===== src/rtl/fifo_rd_stream.sv =====
// Read-side stream adapter for the async FIFO: prefetches words into a small buffer and
// presents them on valid/ready. Optional statistics ports are enabled by FIFO_RD_STATS_EN.
module fifo_rd_stream #(
  parameter int unsigned WIDTH     = 8,
  parameter int unsigned BUF_DEPTH = 4
) (
  input  logic                         r_clk,
  input  logic                         rst_r,
  input  logic                         fifo_empty,
  input  logic [WIDTH-1:0]             fifo_rdata,
  output logic                         fifo_ren,
  output logic                         m_valid,
  input  logic                         m_ready,
  output logic [WIDTH-1:0]             m_data,
  input  logic                         flush,
  output logic [$clog2(BUF_DEPTH):0]   buf_count
`ifdef FIFO_RD_STATS_EN
  ,
  output logic [31:0]                  stat_words,
  output logic [31:0]                  stat_drop
`endif
);

  localparam int unsigned PW = $clog2(BUF_DEPTH);
  localparam int unsigned CW = PW + 1;

  typedef enum logic [0:0] {StRun, StFlush} state_e;

  state_e           r_state, w_state_nxt;
  logic             r_pend;
  logic [WIDTH-1:0] r_mem [BUF_DEPTH];
  logic [PW-1:0]    r_head, r_tail;
  logic [CW-1:0]    r_count;
  logic             r_valid;
  logic [WIDTH-1:0] r_data;

  logic             w_ren;
  logic             w_pop;
  logic             w_cap;
  logic             w_clear;
  logic [CW-1:0]    w_credit;
  logic [PW-1:0]    w_head_nxt, w_tail_nxt;
  logic [CW-1:0]    w_count_nxt;
  logic [WIDTH-1:0] w_data_nxt;

  assign w_credit = r_count + CW'(r_pend);
  assign w_clear  = flush;
  assign w_pop    = r_valid && m_ready;
  // Words arriving while flushing (or on the flush cycle itself) are discarded.
  assign w_cap    = r_pend && (r_state == StRun) && !flush;

  always_comb begin
    w_state_nxt = r_state;
    w_ren       = 1'b0;
    unique case (r_state)
      StRun: begin
        if (flush) begin
          w_state_nxt = StFlush;
          w_ren       = !fifo_empty;
        end else begin
          w_ren = !fifo_empty && (w_credit < CW'(BUF_DEPTH));
        end
      end
      StFlush: begin
        if (flush) begin
          w_ren = !fifo_empty;
        end else if (!r_pend) begin
          w_state_nxt = StRun;
        end
      end
      default: w_state_nxt = StRun;
    endcase
  end

  assign fifo_ren = w_ren && !rst_r;

  always_comb begin
    w_head_nxt  = r_head;
    w_tail_nxt  = r_tail;
    w_count_nxt = r_count;
    if (w_clear) begin
      w_head_nxt  = r_tail;
      w_count_nxt = '0;
    end else begin
      if (w_pop) w_head_nxt = r_head + PW'(1);
      if (w_cap) w_tail_nxt = r_tail + PW'(1);
      case ({w_cap, w_pop})
        2'b10:   w_count_nxt = r_count + CW'(1);
        2'b01:   w_count_nxt = r_count - CW'(1);
        default: w_count_nxt = r_count;
      endcase
    end
  end

  // The next head word may be the one being captured right now, so bypass the array.
  assign w_data_nxt = (w_cap && (r_tail == w_head_nxt)) ? fifo_rdata : r_mem[w_head_nxt];

  always_ff @(posedge r_clk or posedge rst_r) begin
    if (rst_r) begin
      r_state <= StRun;
      r_pend  <= 1'b0;
      r_head  <= '0;
      r_tail  <= '0;
      r_count <= '0;
      r_valid <= 1'b0;
      r_data  <= '0;
    end else begin
      r_state <= w_state_nxt;
      r_pend  <= fifo_ren;
      r_head  <= w_head_nxt;
      r_tail  <= w_tail_nxt;
      r_count <= w_count_nxt;
      r_valid <= (w_count_nxt != '0);
      r_data  <= w_data_nxt;
    end
  end

  always_ff @(posedge r_clk) begin
    if (w_cap) r_mem[r_tail] <= fifo_rdata;
  end

  assign m_valid   = r_valid;
  assign m_data    = r_data;
  assign buf_count = r_count;

`ifdef FIFO_RD_STATS_EN
  logic [31:0]   r_stat_words, r_stat_drop;
  logic [CW-1:0] w_drop_n;
  logic [32:0]   w_drop_sum;

  // Cleared entries plus any in-flight word that is not captured.
  assign w_drop_n   = (w_clear ? (r_count - CW'(w_pop)) : '0) + CW'(r_pend && !w_cap);
  assign w_drop_sum = {1'b0, r_stat_drop} + 33'(w_drop_n);

  always_ff @(posedge r_clk or posedge rst_r) begin
    if (rst_r) begin
      r_stat_words <= '0;
      r_stat_drop  <= '0;
    end else begin
      if (w_pop && (r_stat_words != '1)) r_stat_words <= r_stat_words + 32'd1;
      r_stat_drop <= w_drop_sum[32] ? '1 : w_drop_sum[31:0];
    end
  end

  assign stat_words = r_stat_words;
  assign stat_drop  = r_stat_drop;
`endif

endmodule

===== config.mk =====
export PLATFORM = sky130hd
export DESIGN_NAME = fifo_rd_stream
export DESIGN_NICKNAME = d
export VERILOG_FILES = /design/src/rtl/fifo_rd_stream.sv
export SDC_FILE = /design/constraint.sdc
export NUM_CORES = 1
export LEC_CHECK = 0
export ABC_AREA = 1
export CORE_MARGIN = 3
export CORE_UTILIZATION = 55
export DETAILED_ROUTE_END_ITERATION = 7
export PLACE_DENSITY_LB_ADDON = 0.12
export SETUP_SLACK_MARGIN = 0.15
export SLEW_MARGIN = 10
export SYNTH_ARGS = -nofsm -noshare
export SYNTH_HDL_FRONTEND = slang
export SYNTH_SLANG_ARGS = --single-unit

===== constraint.sdc =====
create_clock -name r_clk -period 2.5 [get_ports r_clk]
set_clock_uncertainty 0.15 [all_clocks]
set_input_delay 0.5 -clock r_clk [delete_from_list [all_inputs] [get_ports r_clk]]
set_output_delay 0.5 -clock r_clk [all_outputs]
set_load 0.005 [all_outputs]

==> results of run 1 <==
[report_power, final]
| group | internal (mW) | leakage, nW | switching (mW) |
|---|---|---|---|
| clock network | 0.299 | 0.0557 | 0.265 |
| registers | 1.01 | 0.505 | 0.0716 |
| logic | 0.432 | 0.773 | 0.559 |
[logic make-up after synthesis]
family	share of synthesized area
adder cells (fa/ha/maj)	0.03545
buffers and inverters	0.06713
AO/OA/AOI/OAI	0.02202
flip-flops	0.6058
AND/OR/NAND/NOR	0.2658
XOR/XNOR	0.003760
[metal layers]
layer	track usage	routed length [µm]
met4	0.09603	118
met2	0.3471	2337
met3	0.04972	279
met1	0.2845	2201
met5	0	0
[cell type report]
| cell class | count | area (µm²) |
|---|---|---|
| clock inverters | 2 | 36.28 |
| multi-input cells | 143 | 767.0 |
| repair buffers | 46 | 430.4 |
| flip-flops and latches | 50 | 1413 |
| well taps | 50 | 62.56 |
| clock buffers | 6 | 72.57 |
| inverters | 31 | 118.9 |
| fillers | 285 | 1157 |
[cell usage in the layout, fill, tap and decap left out, types with 2 or more instances in the layout]
master | netlist | routed
nand2_2 | 4 | 4
nor2_1 | 11 | 11
dlygate4sd2_1 | 0 | 2
edfxtp_1 | 32 | 32
nand4_1 | 9 | 9
clkbuf_8 | 0 | 5
inv_1 | 29 | 29
dfrtp_1 | 18 | 17
a21oi_1 | 3 | 3
nand3_1 | 43 | 43
nand2_1 | 54 | 54
inv_4 | 1 | 2
clkdlybuf4s50_1 | 0 | 23
buf_4 | 0 | 19
nand3_2 | 3 | 3
buf_12 | 0 | 2
ha_1 | 5 | 5
[stage by stage]
stage / hold WS (ns) / cell area, µm²
6_report: 0.4070 / 2900
2_1_floorplan: 0.2886 / 2330
4_1_cts: 0.4080 / 2895
5_1_grt: 0.4235 / 2900
3_5_place_dp: 0.3932 / 2765
3_3_place_gp: 0.3646 / 2765
[worst paths after layout]
kind                                   start  slack, ns           end
worst min-delay path                 r_state       0.41       r_state
worst max register to register       m_valid       0.54       m_valid
worst max-delay path            buf_count[2]       0.32      fifo_ren
max in group asynchronous              rst_r       1.25  buf_count[0]
min in group asynchronous              rst_r       0.50  buf_count[2]
worst min register to register       r_state       0.41       r_state
[sequential cells by signal, summed over array words and instances, names as in the netlist]
signal     count
r_mem         32
m_data         8
buf_count      3
r_head         2
r_tail         2
m_valid        1
r_pend         1
r_state        1
[worst register-to-register path: stages (launching register included)]
cell and delay [ns]:
dfrtp_1 0.44, nand2_1 0.12, inv_1 0.06, ha_1 0.20, fa_1 0.38, a21oi_1 0.13, o21a_1 0.15, nor2_1 0.04
nor2_1 0.08, nand2_1 0.07, nand3b_1 0.08
[what timing repair did]
action | CTS | global route
endpoints found under the setup margin | 1 | 1
pin swaps | 1 | 0
gates resized for setup | 3 | 1
buffers inserted | 3 | 0
==> flow_metrics.py, run 1 <==
metrics = {
    "floorplan": {
        "floorplan.die.width_um": 71.09,
        "area_of_the_core_mm2": 0.004058,
        "io_pins": 26,
        "placement_rows": 23,
        "design.die.area_mm2": 0.005053,
        "floorplan.die.height_um": 71.09,
        "floorplan.initialDensity": 0.5742,
    },
    "drt": {
        "post_drt_wl_per_cell_um": 15.05,
        "viasPerCell": 5.265,
        "drt_drc_violations_left": 0,
        "dr.pass1.iters": 4,
        "detail_route.wirelength_mm": 4.935,
        "drt_iter0_markers": 102,
        "detailroute.via_count": 1727,
        "ant_nets": 0,
    },
    "clocking": {
        "numClockSinks": 50,
        "ctsHoldBuffers": 0,
        "clock_tree.htree_level_count": 2,
        "clk_pin_slew_ns": 0.09,
        "clk_path_buf_depth": 2,
        "worst_skew_pair.late_latency_ns": 0.31,
        "tritoncts": "done",
        "cts-buffers-inserted": 5,
        "clock-root-buffer": "clkbuf_8",
    },
    "sta": {
        "min_period_over_period": 0.8728,
        "timing.fmax_mhz": 458.3,
        "setup_repair_after_global_routing_missed_its_margin": "no",
        "timing.setup.tns_ns": 0,
        "fin_crit_ns": 2.182,
        "max_slew.worst_pin.slew_ns": 0.6588,
        "hold_viol_final": 0,
        "slew-limit-headroom": 0.5603,
        "finalSetupViolations": 0,
        "postLayoutSetupSlackWorst_ns": 0.3180,
        "report.final.slew_viol_count": 0,
    },
    "critical_path": {
        "setup.worst_path.end_class": "output pin",
        "crit_fanout": 5,
        "critical_path.n_buffers_inverters": 1,
        "worst_r2r_path_depth": 10,
        "cell_breakdown_of_the_critical_path": "a21oi_1 > o21ai_0 > a211oi_2 > dlygate4sd2_1",
        "worstSetupStartpointType": "register",
        "arrival_ns": 1.53,
        "critPathMaxStageDelay_ns": 0.44,
        "crit_slowest_cell": "dfrtp_1",
        "crit_required_ns": 1.85,
        "cp_num_cells": 4,
        "critical_path.top_delay_family": "compound AO/OA/AOI/OAI gates",
        "path_class": "register to output pin",
    },
    "synthesis": {
        "yosysWarningCount": 0,
        "async_flop_share": 0.3600,
        "ys_seq_elements": 50,
        "netlist_top_cells_area": "edfxtp_1 (41%), dfrtp_1 (19%), nand3_1 (9.2%)",
        "post_synth.cell_area_avg_um2": 10.17,
        "post_synth_num_cell_types": 26,
        "synthesis.nets": 248,
        "dominantRegCellSynth": "edfxtp_1",
        "synth_commonest_cells": "nand2_1 (54), nand3_1 (43), edfxtp_1 (32), inv_1 (29), dfrtp_1 (18)",
        "synth_top_cell_by_area": "edfxtp_1",
        "synthesis.area_mm2": 0.002330,
        "synth-edff-count": 32,
        "seq_area_frac_synth": 0.6058,
        "instance_count_of_the_mapped_netlist": 229,
        "synthDominantCellAreaShare": 0.4125,
        "post-synth-top-count-cell": "nand2_1",
    },
    "pwr": {
        "vdd_ir_drop_max_mv": 0.4587,
        "total_power_mw": 2.633,
        "p_leak_nw": 1.334,
        "power.density_cell_area_mw_per_mm2": 907.7,
    },
    "cells_and_area": {
        "num_antenna_cells": 0,
        "final_instance_count_without_filler_cells": 328,
        "drive_gt1_frac": 0.1547,
        "fin_nets": 296,
        "final_core_util": 0.7148,
        "area_growth_pct": 24.49,
    },
    "placed_design": {
        "post-place-cells": 317,
        "place.gp.congestion": 0.8029,
        "port_buffers": 25,
        "placed_wire_length_estimate_after_detailed_placement_mm": 3.370,
        "preCtsSetupSlack_ns": -0.1495,
    },
    "status": {
        "status": "finished clean",
    },
    "min_path": {
        "worstHoldPathCells": 2,
        "hold_class": "register to register",
    },
    "global_routing": {
        "grt_util_all_layers": 0.2173,
        "grt-ovfl-total": 0,
        "via_count_of_the_first_global_routing_pass": 1714,
        "number_of_antenna_violations_at_the_first_check_in_global_routing": 0,
        "grt_start_max_net_pins": 19,
        "first_pass_grt_wire_length_mm": 8.217,
    },
    "run": {
        "maxCapViolCount": 0,
    },
}
Note: power is estimated with default switching activity, not from simulation.
==> run 2: changes to the inputs <==
--- a/config.mk
+++ b/config.mk
@@ -9,7 +9,7 @@
 export CORE_MARGIN = 3
 export CORE_UTILIZATION = 55
 export DETAILED_ROUTE_END_ITERATION = 7
-export PLACE_DENSITY_LB_ADDON = 0.12
+export PLACE_DENSITY = 0.78
 export SETUP_SLACK_MARGIN = 0.15
 export SLEW_MARGIN = 10
 export SYNTH_ARGS = -nofsm -noshare
==> run 2 against run 1 <==
Compared with the run above: maximum frequency up 0.25%; via count down 0.41%; critical path depth up 1; global-route usage about the same; flip-flop and latch count unchanged; power down 3.6%; die area unchanged; sequential share of layout area up 0.51 points; register-to-register slack better by 0.03 ns; combinational power down 2.7%; first-iteration DRC count up 28%; wire length down 1.6%.
==> flow_metrics.py, run 2 (synthesis gave the netlist of run 1 again) <==
metrics = {
    "placed_design": {
        "post-place-cells": 315,
        "port_buffers": 25,
        "placed_area_mm2": 0.002750,
        "placed_wire_length_estimate_after_detailed_placement_mm": 3.334,
        "place.gp.congestion": 0.7546,
    },
    "sta": {
        "setup_repair_after_global_routing_missed_its_margin": "no",
        "fin_crit_ns": 2.176,
        "hold_viol_final": 0,
        "timing.fmax_mhz": 459.5,
        "min_period_over_period": 0.8706,
        "finalSetupViolations": 0,
        "timing.setup.tns_ns": 0,
        "slew-limit-headroom": 0.5216,
        "max_slew.worst_pin.slew_ns": 0.7168,
        "report.final.slew_viol_count": 0,
    },
    "drt": {
        "drt_iter0_markers": 131,
        "detailroute.via_count": 1720,
        "ant_nets": 0,
        "dr.pass1.iters": 4,
        "drt_drc_violations_left": 0,
        "viasPerCell": 5.292,
        "post_drt_wl_per_cell_um": 14.95,
        "detail_route.wirelength_mm": 4.858,
    },
    "cells_and_area": {
        "drive_gt1_frac": 0.1455,
        "final-seq-area_mm2": 0.001411,
        "largest_register_ffs": 32,
        "mostFrequentLayoutCells": "nand2_1 (54), nand3_1 (43), edfxtp_1 (32), inv_1 (29), clkdlybuf4s50_1 (23)",
        "fin_nets": 293,
        "num_antenna_cells": 0,
        "final_common_cell": "nand2_1",
        "finish.instance_area_mm2": 0.002868,
        "registers.top_by_ff_count": "r_mem",
        "multi_input_area_um2": 767.0,
        "area_growth_pct": 23.09,
        "final_instance_count_without_filler_cells": 325,
        "final_core_util": 0.7068,
        "fillCellCount": 304,
    },
    "clocking": {
        "clk_pin_slew_ns": 0.09,
        "worst_skew_pair.late_latency_ns": 0.31,
        "tritoncts": "done",
        "clock-root-buffer": "clkbuf_8",
        "cts-buffers-inserted": 5,
        "clock_tree.htree_level_count": 2,
        "clk_path_buf_depth": 2,
        "numClockSinks": 50,
    },
    "critical_path": {
        "cp_num_cells": 5,
        "critPathCapture": "fifo_ren",
        "arrival_ns": 1.53,
        "critical_path.top_delay_family": "compound AO/OA/AOI/OAI gates",
        "path_class": "register to output pin",
        "crit_required_ns": 1.85,
        "setup.worst_path.end_class": "output pin",
        "ff2ff_setup_slack_ns": 0.57,
        "worst_r2r_path_depth": 10,
        "critical_path.n_buffers_inverters": 1,
        "worstSetupStartpointType": "register",
        "cell_breakdown_of_the_critical_path": "nand3_1 > a21oi_1 > o21ai_0 > a211oi_2 > dlygate4sd2_1",
        "critical_path_launch_point": "r_pend",
        "critPathMaxStageDelay_ns": 0.40,
        "worst_r2r_endpoint": "m_valid",
        "crit_slowest_cell": "dfrtp_1",
        "worstReg2RegStart": "r_state",
        "crit_fanout": 3,
    },
    "floorplan": {
        "floorplan.die.height_um": 71.09,
        "floorplan.initialDensity": 0.5742,
        "floorplan.die.width_um": 71.09,
        "placement_rows": 23,
        "design.die.area_mm2": 0.005053,
        "area_of_the_core_mm2": 0.004058,
        "io_pins": 26,
    },
    "pwr": {
        "vdd_ir_drop_max_mv": 0.4895,
        "p_leak_nw": 1.317,
        "power.density_cell_area_mw_per_mm2": 885.0,
        "total_power_mw": 2.538,
    },
    "run": {
        "maxCapViolCount": 0,
    },
    "min_path": {
        "hold_class": "register to register",
    },
    "global_routing": {
        "grt_start_max_net_pins": 19,
        "grt-ovfl-total": 0,
        "number_of_antenna_violations_at_the_first_check_in_global_routing": 0,
        "via_count_of_the_first_global_routing_pass": 1794,
        "grt_util_all_layers": 0.2175,
        "first_pass_grt_wire_length_mm": 8.293,
    },
    "status": {
        "status": "finished clean",
    },
}
-- run 2: cell types whose count changed in the layout (fill, tap and decap cells not counted) --
cell / before / now
buf_4: 19 / 16
clkinv_4: 0 / 2
bufinv_16: 1 / 0
clkbuf_1: 1 / 0
clkbuf_8: 5 / 6
dfrtp_1: 17 / 18
dfrtp_2: 1 / 0
inv_4: 2 / 1
-- run 2: repair_timing --
item | 4_1_cts | 5_1_grt
pin swaps | 1 | 1
setup endpoints to repair | 1 | 1
hold buffers | 0 | 0
buffers inserted | 2 | 0
resized for setup | 2 | 1
-- run 2: final cells by class --
cell class	count	area share
Clock inverter	2	0.006108
Multi-Input combinational cell	143	0.2675
Sequential cell	50	0.4921
Tap cell	50	0.02182
Clock buffer	6	0.02880
Inverter	31	0.04145
Timing Repair Buffer	43	0.1422
-- run 2: worst min-delay path by stage --
stage | startpoint | endpoint | slack, ns | depth (start not counted)
after floorplan | rst_r | buf_count[0] | 0.29 | 1
after global placement | r_state | r_state | 0.36 | 2
after detailed placement | r_state | r_state | 0.36 | 2
after CTS | r_state | r_state | 0.38 | 2
after global routing | r_state | r_state | 0.41 | 2
final | r_state | r_state | 0.38 | 2
-- run 2: stage by stage --
step	worst slack [ns]	hold WS, ns
4_1_cts	0.2611	0.3817
6_report	0.3235	0.3792
3_3_place_gp	-0.1267	0.3586
2_1_floorplan	0.3071	0.2886
5_1_grt	0.1868	0.4143
3_5_place_dp	-0.1480	0.3592
-- run 2: power by group --
group / internal [mW] / switching (mW)
Combinational: 0.417 / 0.547
Clock: 0.228 / 0.266
Sequential: 1.01 / 0.0746
Total: 1.65 / 0.888
-- run 2: worst min-delay path: stages (launching register included) --
cell	delay, ns
dfrtp_1	0.39
nand2_1	0.06
nand2_1	0.05
-- run 2: layer usage --
metal | wire length, µm | up-vias | part of all wire | track usage
met1 | 2158 | 813 | 0.44 | 0.2769
met2 | 2407 | 41 | 0.50 | 0.3625
met5 | 0 | - | 0 | 0
met3 | 213 | 7 | 0.044 | 0.04830
met4 | 78 | 0 | 0.016 | 0.08559
li1 | - | 859 | - | -
